<file path="config.mk">
export PLATFORM = sky130hd
export DESIGN_NAME = router_fsm
export DESIGN_NICKNAME = d
export VERILOG_FILES = /design/src/rtl/router_fsm.sv
export SDC_FILE = /design/constraint.sdc
export NUM_CORES = 1
export LEC_CHECK = 0
export CORE_UTILIZATION = 35
export CTS_CLUSTER_DIAMETER = 150
export DETAILED_ROUTE_END_ITERATION = 12
export PLACE_DENSITY = 0.74
export SLEW_MARGIN = 20
export SYNTH_ARGS = -nofsm -noshare
export SYNTH_HDL_FRONTEND = slang
export SYNTH_SLANG_ARGS = --single-unit
</file>
<file path="constraint.sdc">
create_clock -name clock -period 1.1 [get_ports clock]
set_input_delay 0.11 -clock clock [delete_from_list [all_inputs] [get_ports clock]]
set_output_delay 0.11 -clock clock [all_outputs]
set_load 0.01 [all_outputs]
</file>
<file path="src/rtl/router_fsm.sv">
// rtl/router_fsm.sv - packet-reception controller FSM for the 1x3 router
module router_fsm (
  input  logic       clock,
  input  logic       reset,
  input  logic       pkt_valid,
  input  logic [1:0] data_in,
  input  logic       parity_done,
  input  logic       low_pkt_valid,
  input  logic       fifo_full,
  input  logic       fifo_empty_0,
  input  logic       fifo_empty_1,
  input  logic       fifo_empty_2,
  input  logic       soft_reset_0,
  input  logic       soft_reset_1,
  input  logic       soft_reset_2,
  output logic       detect_add,
  output logic       lfd_state,
  output logic       ld_state,
  output logic       laf_state,
  output logic       full_state,
  output logic       write_enb_reg,
  output logic       rst_int_reg,
  output logic       busy
);

  typedef enum logic [2:0] {
    DA  = 3'd0,
    LFD = 3'd1,
    LD  = 3'd2,
    FFS = 3'd3,
    LAF = 3'd4,
    LP  = 3'd5,
    CPE = 3'd6,
    WTE = 3'd7
  } state_t;

  state_t     state_q, state_d;
  logic [1:0] addr_q, addr_d;

  logic       empty_hdr;   // empty flag of the FIFO addressed by the incoming header
  logic       empty_addr;  // empty flag of the latched destination FIFO
  logic       soft_addr;   // soft reset of the latched destination FIFO

  // Select per-port flags by the live header address and by the latched address
  always_comb begin
    empty_hdr  = 1'b0;
    empty_addr = 1'b0;
    soft_addr  = 1'b0;
    case (data_in)
      2'b00:   empty_hdr = fifo_empty_0;
      2'b01:   empty_hdr = fifo_empty_1;
      2'b10:   empty_hdr = fifo_empty_2;
      default: empty_hdr = 1'b0;
    endcase
    case (addr_q)
      2'b00: begin
        empty_addr = fifo_empty_0;
        soft_addr  = soft_reset_0;
      end
      2'b01: begin
        empty_addr = fifo_empty_1;
        soft_addr  = soft_reset_1;
      end
      2'b10: begin
        empty_addr = fifo_empty_2;
        soft_addr  = soft_reset_2;
      end
      default: begin
        empty_addr = 1'b0;
        soft_addr  = 1'b0;
      end
    endcase
  end

  // Next-state and address-latch logic; soft reset of the active port overrides everything
  always_comb begin
    state_d = state_q;
    addr_d  = addr_q;
    if (state_q == DA && pkt_valid && data_in != 2'b11) begin
      addr_d = data_in;
    end
    case (state_q)
      DA: begin
        if (pkt_valid && data_in != 2'b11) begin
          state_d = empty_hdr ? LFD : WTE;
        end
      end
      WTE:     state_d = empty_addr ? LFD : WTE;
      LFD:     state_d = LD;
      LD: begin
        if (fifo_full)       state_d = FFS;
        else if (!pkt_valid) state_d = LP;
        else                 state_d = LD;
      end
      FFS:     state_d = fifo_full ? FFS : LAF;
      LAF: begin
        if (parity_done)        state_d = DA;
        else if (low_pkt_valid) state_d = LP;
        else                    state_d = LD;
      end
      LP:      state_d = CPE;
      CPE:     state_d = fifo_full ? FFS : DA;
      default: state_d = DA;
    endcase
    if (state_q != DA && soft_addr) begin
      state_d = DA;
    end
  end

  // State and destination-address registers with asynchronous reset
  always_ff @(posedge clock or posedge reset) begin
    if (reset) begin
      state_q <= DA;
      addr_q  <= 2'b00;
    end else begin
      state_q <= state_d;
      addr_q  <= addr_d;
    end
  end

  // Moore output decode from the current state
  always_comb begin
    detect_add    = 1'b0;
    lfd_state     = 1'b0;
    ld_state      = 1'b0;
    laf_state     = 1'b0;
    full_state    = 1'b0;
    write_enb_reg = 1'b0;
    rst_int_reg   = 1'b0;
    busy          = 1'b1;
    case (state_q)
      DA: begin
        detect_add = 1'b1;
        busy       = 1'b0;
      end
      LFD: lfd_state = 1'b1;
      LD: begin
        ld_state      = 1'b1;
        write_enb_reg = 1'b1;
        busy          = 1'b0;
      end
      FFS: full_state = 1'b1;
      LAF: begin
        laf_state     = 1'b1;
        write_enb_reg = 1'b1;
      end
      LP:  write_enb_reg = 1'b1;
      CPE: rst_int_reg = 1'b1;
      default: busy = 1'b1;
    endcase
  end

endmodule

</file>
* Yosys cells after proc, flatten, opt, wreduce, memory -nomap -nowiden *
Index checks and enable logic that the tools add are counted.

storage, ports and cells
  RAM bits = 0
  memories kept = 0
  bits of input ports = 14
  flip-flop bits (word level) = 5
  bits in latches = 0
  ROM bits = 0
  logic and storage cells = 47

operators by class
  mux-type cells = 22
  add/subtract/negate cells = 0
  div/mod/pow operators = 0
  shifts and indexed selects = 0
  bitwise operators = 0
  multiply operators = 0
  eq/ne operators = 13
  reductions and logical operators = 10
  order comparisons = 0

operators with widths
  operator                                                               number
  3-bit 2-to-1 mux                                                       9
  3-bit case mux with 8 select lines                                     1
  3-bit equality test, second input constant                             4
  1-bit case mux with 3 select lines                                     3
  1-bit 2-to-1 mux                                                       8
  3-bit by 2-bit equality test with 1-bit output, second input constant  2
  2-bit by 1-bit equality test with 1-bit output, second input constant  2
  2-bit equality test, second input constant                             2
  1-bit logical AND                                                      4
  2-bit zero test                                                        2
  3-bit by 1-bit equality test with 1-bit output, second input constant  1
  3-bit zero test                                                        1
  3-bit by 1-bit != test with 1-bit output, second input constant        1
  3-bit nonzero test                                                     1
  3-bit OR reduction                                                     1
  2-bit 2-to-1 mux                                                       1
  2-bit != test, second input constant                                   1
  2-bit OR reduction                                                     1

* Longest topological paths before layout *
Gate-level depths: netlist of run 1.

  word-level depth = 6
  gate-level depth with buffers = 5
  depth with buffers taken out = 4

* Worst setup path after synthesis of run 1 *
Ideal clock, no wire load.

  path kind = register to register
  start = reg state_q[0]
  end = reg state_q[1]
  stages on the path, launching flop included = 6
  setup time = 0.128 ns
  path slack = -0.157 ns
  arrival = 1.130 ns
  cells stage by stage = dfrtp_1 buf_6 or2_1 o221ai_2 o21a_1 a21oi_1

on the way
  longest elaborated chain between the ends = 3

RTL lines
  element                                                                              line     source
  start: declaration                                                                   37       state_t state_q, state_d;
  start signal: assignment                                                             116      state_q <= state_d;
  3-bit equality test, or another cell as far along                                    82       case (state_q)
  3-bit case mux with 8 select lines / 1-bit logical AND (equally long branches)       82, 105
  3-bit 2-to-1 mux / 3-bit by 1-bit != test with 1-bit output (equally long branches)  -

Parallel ways exist; a longest one is shown, timed or not.
A chain may end at the register's enable or synchronous reset.

* Worst setup path after layout of run 1 *
  start = reg state_q[0]
  end = reg state_q[2]

Same word-level chain as after synthesis.

==> results of run 1 <==
==> worst paths after layout <==
kind	startpoint	endpoint	slack, ns	cells after the start
min in group clock	addr_q[0]$_DFFE_PP0P_	addr_q[0]$_DFFE_PP0P_	0.62	1
hold reg to reg	addr_q[0]$_DFFE_PP0P_	addr_q[0]$_DFFE_PP0P_	0.62	1
setup reg to reg	state_q[0]$_DFFE_PP0P_	state_q[2]$_DFFE_PP0P_	-0.31	7
hold / removal	reset	state_q[1]$_DFFE_PP0P_	0.07	2
setup / recovery	state_q[0]$_DFFE_PP0P_	state_q[2]$_DFFE_PP0P_	-0.31	7
max in group asynchronous	reset	state_q[0]$_DFFE_PP0P_	0.84	2
==> where the power goes <==
group / leakage [nW] / internal (mW) / switching (mW)
Clock: 0.0177 / 0.132 / 0.0846
Combinational: 0.359 / 1.04 / 0.707
Sequential: 0.0595 / 0.279 / 0.129
==> timing repair <==
| item | 4_1_cts | 5_1_grt |
|---|---|---|
| setup endpoints to repair | 13 | 13 |
| setup buffers | 8 | 2 |
| hold buffers | 0 | 0 |
| resized for setup | 48 | 6 |
| pin swaps | 6 | 3 |
==> critical path: stages (launching register included) <==
cell and delay, ns:
dfrtp_2 0.41, buf_6 0.13, buf_6 0.11, nor3_4 0.13
buf_6 0.12, nand2_4 0.06, o21a_1 0.19, a31oi_1 0.16
==> metrics by stage <==
| stage | cells | power [mW] |
|---|---|---|
| after floorplan | 57 | 1.12 |
| after global placement | 103 | 1.72 |
| after detailed placement | 103 | 1.74 |
| after CTS | 115 | 2.22 |
| after global routing | 117 | 2.53 |
| final | 117 | 2.37 |
==> flip-flops by register name, indices dropped and copies added, names as in the netlist <==
register and cells:
addr_q 2, state_q 3
==> cell usage after synthesis, drive strengths merged <==
cell	number
o221ai	1
and2	1
nor2	8
or2	1
nand3	1
a31oi	1
o21bai	1
nand3b	1
and3	1
a21oi	5
o22a	3
o32ai	1
o21ai	4
nand2	4
mux2i	4
o21a	1
dfrtp	5
a22oi	1
inv	3
nor3	2
buf	3
a21o	1
nand2b	4
==> layout by cell type (no fill, tap or decap), types with 2 or more instances in the layout <==
master           instances
a21oi_1                  5
buf_2                    6
buf_4                   15
buf_6                   11
clkbuf_4                 3
clkdlybuf4s50_1         13
dfrtp_1                  3
dfrtp_2                  2
inv_1                    2
mux2i_1                  4
nand2_1                  3
nand2b_1                 2
nand2b_4                 2
nor2_1                   6
nor2_2                   2
o21ai_0                  3
o22a_1                   2
==> routing by layer <==
| metal | part of all wire [%] | up-vias | routed length, microns |
|---|---|---|---|
| li1 | - | 300 | - |
| met1 | 45 | 292 | 686 |
| met2 | 51 | 15 | 787 |
| met3 | 3.4 | 2 | 52 |
| met4 | 0.46 | 0 | 7 |
| met5 | 0 | - | 0 |
==> cell type report <==
type / instances / area [sq um]
Clock buffer: 3 / 22.5
Clock inverter: 1 / 5.00
Fill cell: 80 / 253
Inverter: 3 / 13.8
Multi-Input combinational cell: 46 / 335
Sequential cell: 5 / 128
Tap cell: 14 / 17.5
Timing Repair Buffer: 45 / 397
==> kinds of logic (layout without fill, tap and decap cells) <==
kind of cell           after synthesis  count (layout)
and+or+nand+nor                     23              23
buffers and inverters                6              52
AOI/OAI and AO/OA                   19              19
DFF                                  5               5
muxes                                4               4
==> PnR_summary.wiki, run 1 <==
{| class="wikitable"
! Metric !! Value
|-
| Result of the run || finished, violations left
|-
| Failing checks || setup timing
|-
| GR met1 Demand/Resource || 29.6%
|-
| Max Buffers Root-to-Sink || 2
|-
| Total power divided by cell area || 2580 nW/um^2
|-
| Static Leakage || 0.436 nW
|-
| Simple-Gate Fraction of Synth Area || 28.5%
|-
| Slack of the critical path || -0.305 ns
|-
| Fin. max-slew vios || 0
|-
| Post-layout net count || 118
|-
| Detailed placer's ending HPWL || 974 microns
|-
| Sum of negative setup slack || -2.88 ns
|-
| Horizontal die dimension || 38.5 microns
|-
| Layout cells sized above 1 || 48.5%
|-
| Time the worst path needs with I/O delays and setup || 1.41 ns
|-
| Via count of the routed design || 609
|-
| # Max-Cap Violations || 0
|-
| Classification of the worst-slack hold path || in -> async
|-
| Finished layout cell area || 918 sq um
|-
| Share of the synthesized area in the top cell type || 26.9%
|-
| Nature of the critical path startpoint || flip-flop
|-
| Die outline area || 1480 sq um
|-
| Number of cell rows || 12
|-
| Via count of the first global-routing pass || 569
|-
| Area share of fa/ha/maj cells after synthesis || 0%
|-
| Congestion Overflow GR || 0
|-
| Area of the core || 1170 sq um
|-
| IO buf count || 21
|-
| First-pass GRT wire length || 2420 microns
|-
| CTS sink count || 5
|-
| Post-Place Worst Slack || -0.345 ns
|-
| Post-synthesis register bit count || 5
|-
| Ports placed on the boundary || 22
|-
| Global-route met3 utilization || 4.65%
|-
| XOR/XNOR Fraction of Synth Area || 0%
|-
| Antenna viol nets, final || 0
|-
| Synthesis Warnings || 0
|-
| Unique masters post-synth || 29
|-
| Worst EP arrival || 1.56 ns
|-
| Root buf cell || clkbuf_4
|-
| Mean area per synthesized cell || 8.17 sq um
|-
| Number of remaining DRC errors || 0
|-
| ANT cells || 0
|-
| RSZ-0062 raised after global routing || yes
|-
| Post-route core utilization || 78.4%
|-
| Syn nets || 71
|-
| Maximum number of pins on one net before global-route repair || 8
|-
| Portion of the post-synthesis area used by sequential elements || 26.9%
|-
| Final Hold Vio Count || 0
|-
| All-layer global routing usage || 24.4%
|-
| Compound-Gate Fraction of Synth Area || 28.5%
|-
| Area Overhead vs Synth || 97.3%
|-
| Number of antenna violations at the first check in global routing || 0
|-
| Gpl congestion || 0.811
|-
| Final period utilization || 128%
|-
| H-tree levels || 1
|-
| Synthesized instance count || 57
|-
| Largest area contributor in the netlist || dfrtp_1
|-
| Pre-Repair DR Iteration Count || 4
|-
| Skew-Pair Late Insertion Delay || 0.25 ns
|-
| Die Y-Extent || 38.5 microns
|-
| Starting Density || 39.7%
|-
| CP max FO || 5
|-
| Detailed Route WL || 1530 microns
|-
| Layer with the highest usage || met2
|-
| IR Drop Worst-Case VDD || 1.46 mV
|-
| CTS tree || built
|-
| Setup violation total in the final timing report || 13
|-
| Via/cell ratio || 5.21
|-
| Critical path endpoint category || flip-flop
|-
| Post-placement cell area || 777 sq um
|-
| Required time at the worst-slack endpoint || 1.26 ns
|-
| Netlist Area Pre-Place || 465 sq um
|-
| Num CTS Buffers || 3
|-
| Critical Setup Path Class || reg -> reg
|-
| Global-route track usage on met2 || 41.1%
|-
| Number of design-rule violations left by the first detailed-router iteration || 14
|-
| Hold WS || 0.0655 ns
|-
| Clock Skew || 0.00192 ns
|-
| Clock transition at path regs || 0.05 ns
|-
| Slew headroom || 82.0%
|-
| Fraction of synthesized area in multiplexers || 8.60%
|-
| Synth top area cells || dfrtp_1 27%, mux2i_1 8.6%, nor2_1 6.5%
|-
| Fmax || 712 MHz
|-
| Slew at the pin closest to its max-slew limit || 0.267 ns
|-
| Average wire per cell in the routed design || 13.1 microns
|-
| Combinational family with the most area after synthesis || compound AO/OA/AOI/OAI gates
|}
(Power assumes the default switching activity.)
==> run 2: changes to the inputs <==
CORE_MARGIN = 10   (was unset)
==> run 2 against run 1 <==
Highest routed layer unchanged. Global-route usage decreased by 16 points. The flow still finishes with violations (setup timing). Register-to-register slack gained 0.10 ns. Setup slack better by 0.10 ns. Via count down 12%. Power is 15% lower. Clock-buffer cell count grew 1. Non-clock buffer count is 12 lower. Clock skew rose by 0.00051 ns.
==> PnR_summary.wiki, run 2 (synthesis gave the netlist of run 1 again) <==
{| class="wikitable"
! Metric !! Value
|-
| Area Overhead vs Synth || 73.7%
|-
| Nature of the critical path startpoint || flip-flop
|-
| Clock transition at path regs || 0.04 ns
|-
| Commonest non-fill, non-tap cell in the layout || clkdlybuf4s50_1
|-
| Slowest library cell on the worst path || dfrtp_1
|-
| Root buf cell || clkbuf_4
|-
| Slack of the critical path || -0.205 ns
|-
| Critical path's most frequent cell || buf_6
|-
| Ports placed on the boundary || 22
|-
| Time the worst path needs with I/O delays and setup || 1.31 ns
|-
| Registers with the most flip-flops || state_q x3, addr_q x2
|-
| CP max FO || 6
|-
| CTS tree || built
|-
| Maximum number of pins on one net before global-route repair || 11
|-
| Most frequent cells in the layout || 13 x clkdlybuf4s50_1, 8 x buf_4, 7 x buf_2
|-
| Gpl congestion || 0.808
|-
| CTS sink count || 5
|-
| Worst-path cell chain || buf_6, nor3_4, buf_6, nand2_4, o21a_1, a31oi_1
|-
| Critical path endpoint category || flip-flop
|-
| Number of antenna violations at the first check in global routing || 0
|-
| Number of cell rows || 13
|-
| Total power divided by cell area || 2510 nW/um^2
|-
| Detailed Route WL || 1350 microns
|-
| Congestion Overflow GR || 0
|-
| Number of remaining DRC errors || 0
|-
| Die outline area || 3190 sq um
|-
| Via count of the routed design || 536
|-
| Via/cell ratio || 5.06
|-
| Classification of the worst-slack hold path || in -> async
|-
| RSZ-0062 raised after global routing || yes
|-
| Starting Density || 36.2%
|-
| DP Cell Count || 101
|-
| Slew at the pin closest to its max-slew limit || 0.253 ns
|-
| Antenna viol nets, final || 0
|-
| Area of the core || 1280 sq um
|-
| Layout cells sized above 1 || 39.6%
|-
| IR Drop Worst-Case VDD || 1.06 mV
|-
| Number of standard cells in the layout, taps in and fillers out || 106
|-
| Peak per-stage delay on the critical path || 0.42 ns
|-
| Fmax || 766 MHz
|-
| ANT cells || 0
|-
| Final Hold Vio Count || 0
|-
| Pre-Repair DR Iteration Count || 4
|-
| Final period utilization || 119%
|-
| Static Leakage || 0.370 nW
|-
| H-tree levels || 1
|-
| Worst EP arrival || 1.46 ns
|-
| Max Buffers Root-to-Sink || 2
|-
| Horizontal die dimension || 56.5 microns
|-
| Average wire per cell in the routed design || 12.8 microns
|-
| First-pass GRT wire length || 2330 microns
|-
| Area used by multi-input combinational logic || 344 sq um
|-
| Die Y-Extent || 56.5 microns
|-
| Num CTS Buffers || 3
|-
| All-layer global routing usage || 8.67%
|-
| Setup violation total in the final timing report || 13
|-
| Required time at the worst-slack endpoint || 1.25 ns
|-
| Flip-flop count of the largest register after layout || 3
|-
| Filler cell count || 115
|-
| Post-placement cell area || 756 sq um
|-
| Number of design-rule violations left by the first detailed-router iteration || 13
|-
| Result of the run || finished, violations left
|-
| Skew-Pair Late Insertion Delay || 0.23 ns
|-
| Slew headroom || 82.7%
|-
| # Max-Cap Violations || 0
|-
| Clock Skew || 0.00243 ns
|-
| Fin. max-slew vios || 0
|-
| Detailed placer's ending HPWL || 1100 microns
|-
| Post-layout net count || 106
|-
| Via count of the first global-routing pass || 544
|-
| Finished layout cell area || 808 sq um
|-
| IO buf count || 21
|-
| Sequential cell area || 126 sq um
|-
| Critical Setup Path Class || reg -> reg
|-
| Count of hold buffers inserted by post-cts repair || 0
|-
| Top register by number of flip-flops || state_q
|-
| Failing checks || setup timing
|}
run 2: routing by layer:
metal | vias up | track usage [%] | share of wire, %
met2 | 16 | 13.6 | 46
met5 | - | 0 | 0
met4 | 0 | 3.09 | 0.30
met1 | 244 | 10.1 | 48
li1 | 274 | - | -
met3 | 2 | 3.82 | 5.5
run 2: power breakdown:
| group | switching (mW) | internal (mW) | leakage [nW] |
|---|---|---|---|
| logic | 0.604 | 0.788 | 0.295 |
| clock network | 0.0679 | 0.137 | 0.0150 |
| registers | 0.152 | 0.276 | 0.0608 |
| total | 0.825 | 1.20 | 0.370 |
run 2: worst paths after layout:
kind                                        start  slack [ns]  cells past startpoint                endpoint
setup reg to reg           state_q[0]$_DFFE_PP0P_       -0.21                      6  state_q[2]$_DFFE_PP0P_
hold / removal                              reset        0.08                      2   addr_q[0]$_DFFE_PP0P_
setup / recovery           state_q[0]$_DFFE_PP0P_       -0.21                      6  state_q[2]$_DFFE_PP0P_
max in group asynchronous                   reset        0.84                      2  state_q[1]$_DFFE_PP0P_
hold reg to reg             addr_q[0]$_DFFE_PP0P_        0.65                      1   addr_q[0]$_DFFE_PP0P_
min in group clock                      fifo_full        0.59                      4  state_q[2]$_DFFE_PP0P_
run 2: area by class of cell:
type | count | area share [%]
Inverter | 3 | 1.39
Clock buffer | 4 | 3.25
Multi-Input combinational cell | 46 | 42.6
Timing Repair Buffer | 33 | 34.8
Sequential cell | 5 | 15.6
Tap cell | 15 | 2.32
run 2: timing repair:
item                                   in CTS  in global routing
resized for setup                          43                  5
setup endpoints to repair                  13                 13
setup buffers                               1                  2
endpoints found under the hold margin       0                  0
pin swaps                                   3                  3
run 2: critical path: cells and delay by family, from the launching register on:
family / cells / cell delay (ns)
buf+inv: 2 / 0.27
simple gates: 2 / 0.18
compound gates: 2 / 0.34
flops: 1 / 0.42
run 2: metrics by stage:
| step | utilization, % | TNS [ns] | total power [mW] | setup slack (ns) | hold slack [ns] |
|---|---|---|---|---|---|
| 5_1_grt | 62.9 | -2.34 | 2.20 | -0.307 | 0.0953 |
| 3_3_place_gp | 58.8 | -2.91 | 1.69 | -0.286 | 0.321 |
| 6_report | 62.9 | -1.49 | 2.03 | -0.205 | 0.0751 |
| 3_5_place_dp | 58.8 | -3.05 | 1.70 | -0.311 | 0.318 |
| 2_1_floorplan | - | -0.401 | 1.12 | -0.129 | -0.111 |
| 4_1_cts | 62.3 | -1.63 | 2.01 | -0.220 | 0.0699 |
==> run 3: changes to the inputs <==
CORE_AREA = 10 10 47 49   (was unset)
CORE_MARGIN = unset   (was 10)
CORE_UTILIZATION = unset   (was 35)
DIE_AREA = 0 0 57 59   (was unset)
PLACE_DENSITY = 0.71   (was 0.74)
clock period = 1.65 ns   (was 1.1 ns; I/O delays follow)
==> run 3 against run 2 <==
The flow now finishes without violations. Combinational power shrank 54%. Worst hold slack gained 0.040 ns. First-iteration DRC count fell by 23%. Clock skew up 0.0026 ns. Core utilization fell by 12 points. Via count shrank 8.0%. Clock-buffer cell count is the same. Sequential cell count is the same. Power decreased by 46%. Setup slack improved by 0.29 ns.
==> PnR_summary.wiki, run 3 (synthesis gave the netlist of run 1 again) <==
{| class="wikitable"
! Metric !! Value
|-
| CTS tree || built
|-
| Detailed placer's ending HPWL || 1030 microns
|-
| Post-placement cell area || 687 sq um
|-
| # Max-Cap Violations || 0
|-
| Fin. max-slew vios || 0
|-
| All-layer global routing usage || 7.26%
|-
| Number of design-rule violations left by the first detailed-router iteration || 10
|-
| Peak per-stage delay on the critical path || 0.45 ns
|-
| Worst Path Buf+Inv || 2
|-
| Registers with the most flip-flops || state_q x3, addr_q x2
|-
| H-tree levels || 1
|-
| Slew at the pin closest to its max-slew limit || 0.215 ns
|-
| Starting Density || 33.2%
|-
| Worst-path cell chain || buf_4, or2_1, dlygate4sd2_1
|-
| Top register by number of flip-flops || state_q
|-
| Post-route core utilization || 50.4%
|-
| Result of the run || finished clean
|-
| Nature of the critical path startpoint || flip-flop
|-
| Number of remaining DRC errors || 0
|-
| Total power divided by cell area || 1530 nW/um^2
|-
| Number of standard cells in the layout, taps in and fillers out || 97
|-
| Post-Place Worst Slack || 0.0550 ns
|-
| Total number of cells along the worst setup path || 3
|-
| Via count of the routed design || 493
|-
| Via/cell ratio || 5.08
|-
| Pre-Repair DR Iteration Count || 4
|-
| Sum of negative setup slack || 0 ns
|-
| R2R Path Start || state_q[2]$_DFFE_PP0P_
|-
| Critical path endpoint category || primary output
|-
| Post-layout net count || 96
|-
| Endpoint of the worst-slack reg-to-reg timing path || state_q[1]$_DFFE_PP0P_
|-
| Skew-Pair Late Insertion Delay || 0.24 ns
|-
| Classification of the worst-slack hold path || in -> async
|-
| Slack of the critical path || 0.0823 ns
|-
| Overall power || 1.08 mW
|-
| Fmax || 638 MHz
|-
| CTS sink count || 5
|-
| IR Drop Worst-Case VDD || 0.991 mV
|-
| Slew headroom || 85.6%
|-
| First-pass GRT wire length || 2000 microns
|-
| Layout cells sized above 1 || 17.3%
|-
| Antenna viol nets, final || 0
|-
| Maximum number of pins on one net before global-route repair || 10
|-
| ANT cells || 0
|-
| Clock transition at path regs || 0.04 ns
|-
| Count of hold buffers inserted by post-cts repair || 0
|-
| IO buf count || 21
|-
| Final period utilization || 95.0%
|-
| Area of the core || 1400 sq um
|-
| Worst-case register-to-register setup slack || 0.25 ns
|-
| Horizontal die dimension || 57 microns
|-
| Max Buffers Root-to-Sink || 2
|-
| Area Overhead vs Synth || 51.9%
|-
| Cell family contributing the most delay on the critical path || buffers and inverters
|-
| Worst Reg2Reg Path Length in Cells || 5
|-
| CTS-repair resized insts || 12
|-
| Congestion Overflow GR || 0
|-
| Filler cell count || 157
|-
| Root buf cell || clkbuf_4
|-
| Required time at the worst-slack endpoint || 1.48 ns
|-
| Num CTS Buffers || 3
|-
| Gpl congestion || 0.734
|-
| Most frequent cells in the layout || 13 x clkdlybuf4s50_1, 8 x nor2_1, 8 x dlygate4sd2_1
|-
| Final Hold Vio Count || 0
|-
| Time the worst path needs with I/O delays and setup || 1.57 ns
|-
| Detailed Route WL || 1210 microns
|-
| Die Y-Extent || 59 microns
|-
| Via count of the first global-routing pass || 501
|-
| Worst EP arrival || 1.40 ns
|-
| DP Cell Count || 93
|-
| Number of buffers inserted by post-CTS setup repair || 0
|-
| CP max FO || 7
|-
| RSZ-0062 raised after global routing || no
|-
| Ports placed on the boundary || 22
|-
| Number of antenna violations at the first check in global routing || 0
|-
| Flip-flop count of the largest register after layout || 3
|-
| Commonest non-fill, non-tap cell in the layout || clkdlybuf4s50_1
|-
| Critical Setup Path Class || reg -> out
|-
| Clock Skew || 0.00503 ns
|-
| Die outline area || 3360 sq um
|-
| Setup violation total in the final timing report || 0
|-
| Number of cell rows || 14
|-
| Static Leakage || 0.317 nW
|-
| Average wire per cell in the routed design || 12.5 microns
|-
| Finished layout cell area || 707 sq um
|-
| Hold WS || 0.115 ns
|-
| Slowest library cell on the worst path || dfrtp_2
|}
-- run 3: cell count changes in the layout (fill, tap and decap cells not counted), moves of 2 or more --
cell / delta
buf_2: -7
nor2_1: +3
dlygate4sd2_1: +8
nor2_2: -3
buf_6: -5
dfrtp_1: -2
dfrtp_2: +2
buf_4: -6
-- run 3: routing by layer --
metal  GRT usage [%]  part of all wire (%)  vias up
li1                -                     -      251
met1            7.25                    40      221
met2            12.2                    47       21
met3            5.36                    13        0
met4            1.01                     0        0
met5               0                     0        -
-- run 3: power by group --
part           internal, mW  switching [mW]
registers             0.188           0.119
logic                 0.345           0.293
clock network        0.0913          0.0475
total                 0.624           0.460
-- run 3: how the worst max path moves through the flow --
stage                     slack, ns                     end              startpoint
after global routing           0.03                    busy  state_q[2]$_DFFE_PP0P_
after detailed placement       0.06               lfd_state  state_q[0]$_DFFE_PP0P_
after CTS                      0.08                    busy  state_q[2]$_DFFE_PP0P_
final                          0.08                    busy  state_q[2]$_DFFE_PP0P_
after floorplan                0.39  state_q[1]$_DFFE_PP0P_  state_q[0]$_DFFE_PP0P_
after global placement         0.11               lfd_state  state_q[0]$_DFFE_PP0P_
-- run 3: worst register-to-register path, delay by kind of cell (launching register included) --
| kind | cells | cell delay (ns) |
|---|---|---|
| DFF | 1 | 0.45 |
| AOI/OAI and AO/OA | 3 | 0.41 |
| and+or+nand+nor | 1 | 0.24 |
| buffers and inverters | 1 | 0.17 |
-- run 3: layout make-up --
type	instances	area (sq um)	share of cell area [%]
flip-flops and latches	5	129	18.2
inverters	3	11.3	1.59
repair buffers	23	215	30.4
multi-input cells	46	305	43.2
clock buffers	4	26.3	3.72
well taps	16	20.0	2.83
